## src/rtl/cmd_pkg.sv

```systemverilog
// cmd_pkg: shared command codes, echo FSM encoding and timeout for uart_cmd_decoder
// Contents:
//   CMD_*         ASCII command codes the mode FSMs compare against pc_data
//   echo_state_t  echo FSM state encoding
//   ECHO_TIMEOUT  cycles the echo FSM waits for tx_busy before giving up
//   is_cmd()      true for a folded byte in the accepted command set
package cmd_pkg;
    localparam logic [7:0] CMD_MODE  = 8'h4D;
    localparam logic [7:0] CMD_HOUR  = 8'h48;
    localparam logic [7:0] CMD_RUN   = 8'h52;
    localparam logic [7:0] CMD_CLEAR = 8'h43;
    localparam logic [7:0] CMD_UP    = 8'h55;
    localparam logic [7:0] CMD_DOWN  = 8'h44;
    localparam logic [7:0] CMD_LEFT  = 8'h4C;
    localparam int ECHO_TIMEOUT = 15;
    typedef enum logic [1:0] {
        ECHO_IDLE,
        ECHO_START,
        ECHO_WAIT_BUSY,
        ECHO_WAIT_DONE
    } echo_state_t;
    function automatic logic is_cmd(input logic [7:0] c);
        return c inside {CMD_MODE, CMD_HOUR, CMD_RUN, CMD_CLEAR, CMD_UP, CMD_DOWN, CMD_LEFT};
    endfunction
endpackage

```

## src/rtl/cmd_echo_fifo.sv

```systemverilog
// cmd_echo_fifo: synchronous byte FIFO buffering echo bytes for the UART TX
// Ports:
//   clk, rst   clock, synchronous active-low reset
//   push, din  write request and byte; accepted when not full or when popping
//   pop        read request; advances the head (never issued when empty)
//   dout       current head byte (valid while not empty)
//   full,empty occupancy flags
module cmd_echo_fifo #(
    parameter int DEPTH = 4
) (
    input  logic       clk,
    input  logic       rst,
    input  logic       push,
    input  logic       pop,
    input  logic [7:0] din,
    output logic [7:0] dout,
    output logic       full,
    output logic       empty
);
    localparam int AW = $clog2(DEPTH);
    logic [7:0]  mem [DEPTH];
    logic [AW-1:0] wr_ptr, rd_ptr;
    logic [AW:0] count;
    logic do_push, do_pop;
    // a pop frees the slot in the same cycle, so a full FIFO still accepts push+pop
    assign do_push = push && (!full || pop);
    assign do_pop  = pop && !empty;
    assign full    = count == (AW+1)'(DEPTH);
    assign empty   = count == '0;
    assign dout    = mem[rd_ptr];
    always_ff @(posedge clk) begin
        if (do_push) mem[wr_ptr] <= din;
    end
    always_ff @(posedge clk) begin
        if (!rst) begin
            wr_ptr <= '0;
            rd_ptr <= '0;
            count  <= '0;
        end else begin
            if (do_push) wr_ptr <= wr_ptr + 1'b1;
            if (do_pop) rd_ptr <= rd_ptr + 1'b1;
            count <= count + (AW+1)'(do_push) - (AW+1)'(do_pop);
        end
    end
endmodule

```

## src/rtl/uart_cmd_decoder.sv

```systemverilog
// uart_cmd_decoder: folds/filters UART RX bytes into command strobes and echoes every byte to UART TX
// Ports:
//   clk, rst          clock, synchronous active-low reset
//   rx_data, rx_done  received byte and its one-cycle strobe
//   tx_busy           UART TX busy
//   pc_data           accepted command code for one cycle, else 8'h00
//   cmd_valid         high with a non-zero pc_data
//   tx_data, tx_start echo byte and one-cycle TX start pulse
//   err_overflow      sticky: an echo byte was dropped on a full FIFO
// Build option: define UART_CMD_ECHO_EN to include the echo FIFO and echo FSM;
// without it the TX outputs are tied to zero and tx_busy is ignored.
module uart_cmd_decoder
    import cmd_pkg::*;
#(
    parameter int FIFO_DEPTH = 4
) (
    input  logic       clk,
    input  logic       rst,
    input  logic [7:0] rx_data,
    input  logic       rx_done,
    input  logic       tx_busy,
    output logic [7:0] pc_data,
    output logic       cmd_valid,
    output logic [7:0] tx_data,
    output logic       tx_start,
    output logic       err_overflow
);
    logic [7:0] folded;
    logic       accept;
    assign folded = (rx_data >= 8'h61 && rx_data <= 8'h7A) ? rx_data - 8'h20 : rx_data;
    assign accept = rx_done && is_cmd(folded);
    always_ff @(posedge clk) begin
        if (!rst) begin
            pc_data   <= 8'h00;
            cmd_valid <= 1'b0;
        end else begin
            pc_data   <= accept ? folded : 8'h00;
            cmd_valid <= accept;
        end
    end
`ifdef UART_CMD_ECHO_EN
    echo_state_t state, next_state;
    logic [3:0] wait_cnt;
    logic [7:0] head;
    logic       full, empty, pop;
    assign pop = state == ECHO_IDLE && !empty;
    cmd_echo_fifo #(.DEPTH(FIFO_DEPTH)) u_fifo (
        .clk   (clk),
        .rst   (rst),
        .push  (rx_done),
        .pop   (pop),
        .din   (rx_data),
        .dout  (head),
        .full  (full),
        .empty (empty)
    );
    always_comb begin
        next_state = state;
        case (state)
            ECHO_IDLE:      next_state = empty ? ECHO_IDLE : ECHO_START;
            ECHO_START:     next_state = ECHO_WAIT_BUSY;
            // give up on a TX that never reports busy; that byte is not retried
            ECHO_WAIT_BUSY: next_state = tx_busy ? ECHO_WAIT_DONE :
                                         wait_cnt == 4'(ECHO_TIMEOUT - 1) ? ECHO_IDLE : ECHO_WAIT_BUSY;
            ECHO_WAIT_DONE: next_state = tx_busy ? ECHO_WAIT_DONE : ECHO_IDLE;
            default:        next_state = ECHO_IDLE;
        endcase
    end
    always_ff @(posedge clk) begin
        if (!rst) begin
            state        <= ECHO_IDLE;
            wait_cnt     <= '0;
            tx_data      <= 8'h00;
            tx_start     <= 1'b0;
            err_overflow <= 1'b0;
        end else begin
            state    <= next_state;
            wait_cnt <= state == ECHO_WAIT_BUSY ? wait_cnt + 4'd1 : 4'd0;
            tx_start <= state == ECHO_START;
            if (pop) tx_data <= head;
            if (rx_done && full && !pop) err_overflow <= 1'b1;
        end
    end
`else
    logic unused_cfg;
    assign unused_cfg   = tx_busy ^ FIFO_DEPTH[0];
    assign tx_data      = 8'h00;
    assign tx_start     = 1'b0;
    assign err_overflow = 1'b0;
`endif
endmodule

```

## config.mk

```make
export PLATFORM = sky130hd
export DESIGN_NAME = uart_cmd_decoder
export DESIGN_NICKNAME = d
export VERILOG_FILES = /design/src/rtl/cmd_pkg.sv /design/src/rtl/cmd_echo_fifo.sv /design/src/rtl/uart_cmd_decoder.sv
export SDC_FILE = /design/constraint.sdc
export NUM_CORES = 1
export LEC_CHECK = 0
export ABC_CLOCK_PERIOD_IN_PS = 1640
export CORE_MARGIN = 10
export CORE_UTILIZATION = 35
export CTS_CLUSTER_SIZE = 8
export DETAILED_ROUTE_END_ITERATION = 7
export PLACE_DENSITY = 0.77
export SYNTH_ARGS = -nofsm -noshare
export SYNTH_HDL_FRONTEND = slang
export SYNTH_HIERARCHICAL = 1
export SYNTH_SLANG_ARGS = --single-unit
export TNS_END_PERCENT = 50
```

## constraint.sdc

```tcl
create_clock -name clk -period 1.64 [get_ports clk]
set_input_delay 0.328 -clock clk [delete_from_list [all_inputs] [get_ports clk]]
set_output_delay 0.328 -clock clk [all_outputs]
set_load 0.01 [all_outputs]
```

==> metrics.txt <==
outcome=finished, final reports clean; Slew headroom=between 60% and 70%; max incr delay on CP=0.49 ns; worst hold slack=0.8116 ns; die area=between 3000 and 4000 um^2; clock transition at the registers of the reported paths=0.06 ns; via count=441; CP Class=in2reg; most frequent cells in the layout=clkdlybuf4s50_1 (19), conb_1 (12), dfxtp_1 (9); register area share after synthesis=36.27%; row count=13; Hold Crit Depth=3; CTS tree=done; Max Fclk=about 0.64 GHz; Avg Inst Size Synth=around 9.4 um^2; number of max-cap violations=0; initial antenna violation count=0; pwr/cell area=between 600 and 700 nW/um^2; DP Area=about 700 um^2; synth warn=6; nets@finish=between 90 and 100; Critical Path, Cell by Cell=clkdlybuf4s50_1, inv_1, ha_1, o21ai_2, o211ai_4, a2111oi_2; Initial Util=a little under two fifths; htree depth=1; first-pass GRT wire length=~1800 um; total iterations of the first detailed-routing run=2; Post-route DRC=0; Clock Root Buffer=clkbuf_4; Inserted Clock Buffers=3; design area=about 760 um^2; routability cong.=between 0.7 and 0.8; Clock Path Buffers=2; fin crit period=~1.6 ns; GRT Resource Usage Total=under 10%; CP arrival=between 1.5 and 2 ns; Post-Synthesis Cells=53; average wire per standard cell=~12 um; setup violators final=0; Critical Path RT=1.79 ns; worst min-delay path class=in2reg; io pins=31; Crit path max-delay family=compound AO/OA/AOI/OAI gates; number of global-route vias before repair=between 400 and 500; cell depth of the worst setup path=6; Crit Path Max Fanout=7; crit path from=rx_data[5]; Avg Vias per Cell=4.642; Antenna Cells=0; layout cell share with drive strength beyond 1=roughly a fifth; most common cell after layout, fill and taps aside=clkdlybuf4s50_1; Mapped Area=a little under 500 um^2; Reg area=roughly 180 um^2; Tcrit/Tclk final=a little over nine tenths; total core area=1318 um^2; Critical Path Source Type=primary input; worst slew pin tran=between 0.5 and 0.6 ns; FILL cells=118; hold buffer count at cts=0; Post-CTS Setup Bufs=0; Worst setup EP type=flop; CP max stage cell=clkdlybuf4s50_1; Pleak=between 0.0003 and 0.0004 uW; die width=between 50 and 60 um; drt initial violations=2; Final Worst Setup Slack=about 0.09 ns; Clock Sinks=9; Die H=just under 60 um; Distinct cells, synth=20; worst IR drop on VDD=199.9 uV; Final Hold Vio Count=0; Detailed Place HPWL=between 900 and 1000 um; WL final=roughly 1200 um; dpl ws=-0.3572 ns; Synth Register Bits=9; Buffers on Ports=19; area of the multi-input gates=around 290 um^2; hold path start=rx_data[0]; Final Power=just under 500 uW; area grow syn2layout=52.39%; largest net degree at the start of global routing=8; worst path bufs/invs=2; ANT nets after route=0; total congestion overflow=0; final-report max-slew violation count=0
-- synth_stat cells --
cell type | n | area, um^2
buf_4 | 11 | 82.58
dfxtp_1 | 9 | 180.2
inv_1 | 7 | 26.28
o21ai_0 | 5 | 25.02
a2111oi_2 | 2 | 30.03
a211oi_1 | 2 | 15.01
a21o_1 | 2 | 15.01
a21oi_1 | 2 | 10.01
nor3_1 | 2 | 10.01
a221oi_4 | 1 | 26.28
and4b_1 | 1 | 10.01
conb_1 | 1 | 3.750
ha_1 | 1 | 12.51
nand2_1 | 1 | 3.750
nor2_1 | 1 | 3.750
nor2b_2 | 1 | 8.760
nor3b_1 | 1 | 7.510
nor4_1 | 1 | 6.260
o211ai_2 | 1 | 12.51
o21bai_1 | 1 | 7.510
-- metrics by stage --
stage / setup TNS, ns / cells / util (%)
after global placement: -1.698 / 91 / 52.71
final: 0 / 95 / 57.45
after floorplan: 0 / 64 / -
after CTS: 0 / 95 / 54.70
after global routing: -0.02166 / 95 / 57.45
after detailed placement: -2.060 / 91 / 52.71
-- per-layer routing --
metal	GRT usage, %	part of all wire, %	wire [um]
met4	4.027	0.61	7
met5	0	0	0
met2	10.89	50	578
met1	6.012	39	449
met3	4.139	10	121
-- kinds of logic after synthesis --
group	share of synthesized area, %
buf+inv	21.92
compound gates	28.46
other cells	0.7549
flops	36.27
fa+ha+maj	2.518
simple gates	10.08
-- worst paths after layout --
path,to
hold / removal,pc_data[0]$_SDFF_PN0_
setup / recovery,pc_data[2]$_SDFF_PN0_
-- report_power, final --
part	internal [uW]	switching [uW]	total, uW
clock	93.3	70.4	164
sequential	223	1.02	224
combinational	50.5	58.9	109
total	367	130	497
-- registers in the layout (all words and copies together), names as in the netlist --
register and count:
cmd_valid 1, pc_data 8
-- layout make-up --
cell class,instances,share of cell area [%]
multi-input combinational,37,37.69
timing repair buffer,23,29.09
sequential,9,23.80
clock buffer,4,3.471
inverter,7,3.471
tap,15,2.479
-- what timing repair did --
action / 4_1_cts / 5_1_grt
pin swaps: 2 / 4
endpoints found under the setup margin: 5 / 5
resized for setup: 1 / 5
(Power assumes the default switching activity.)
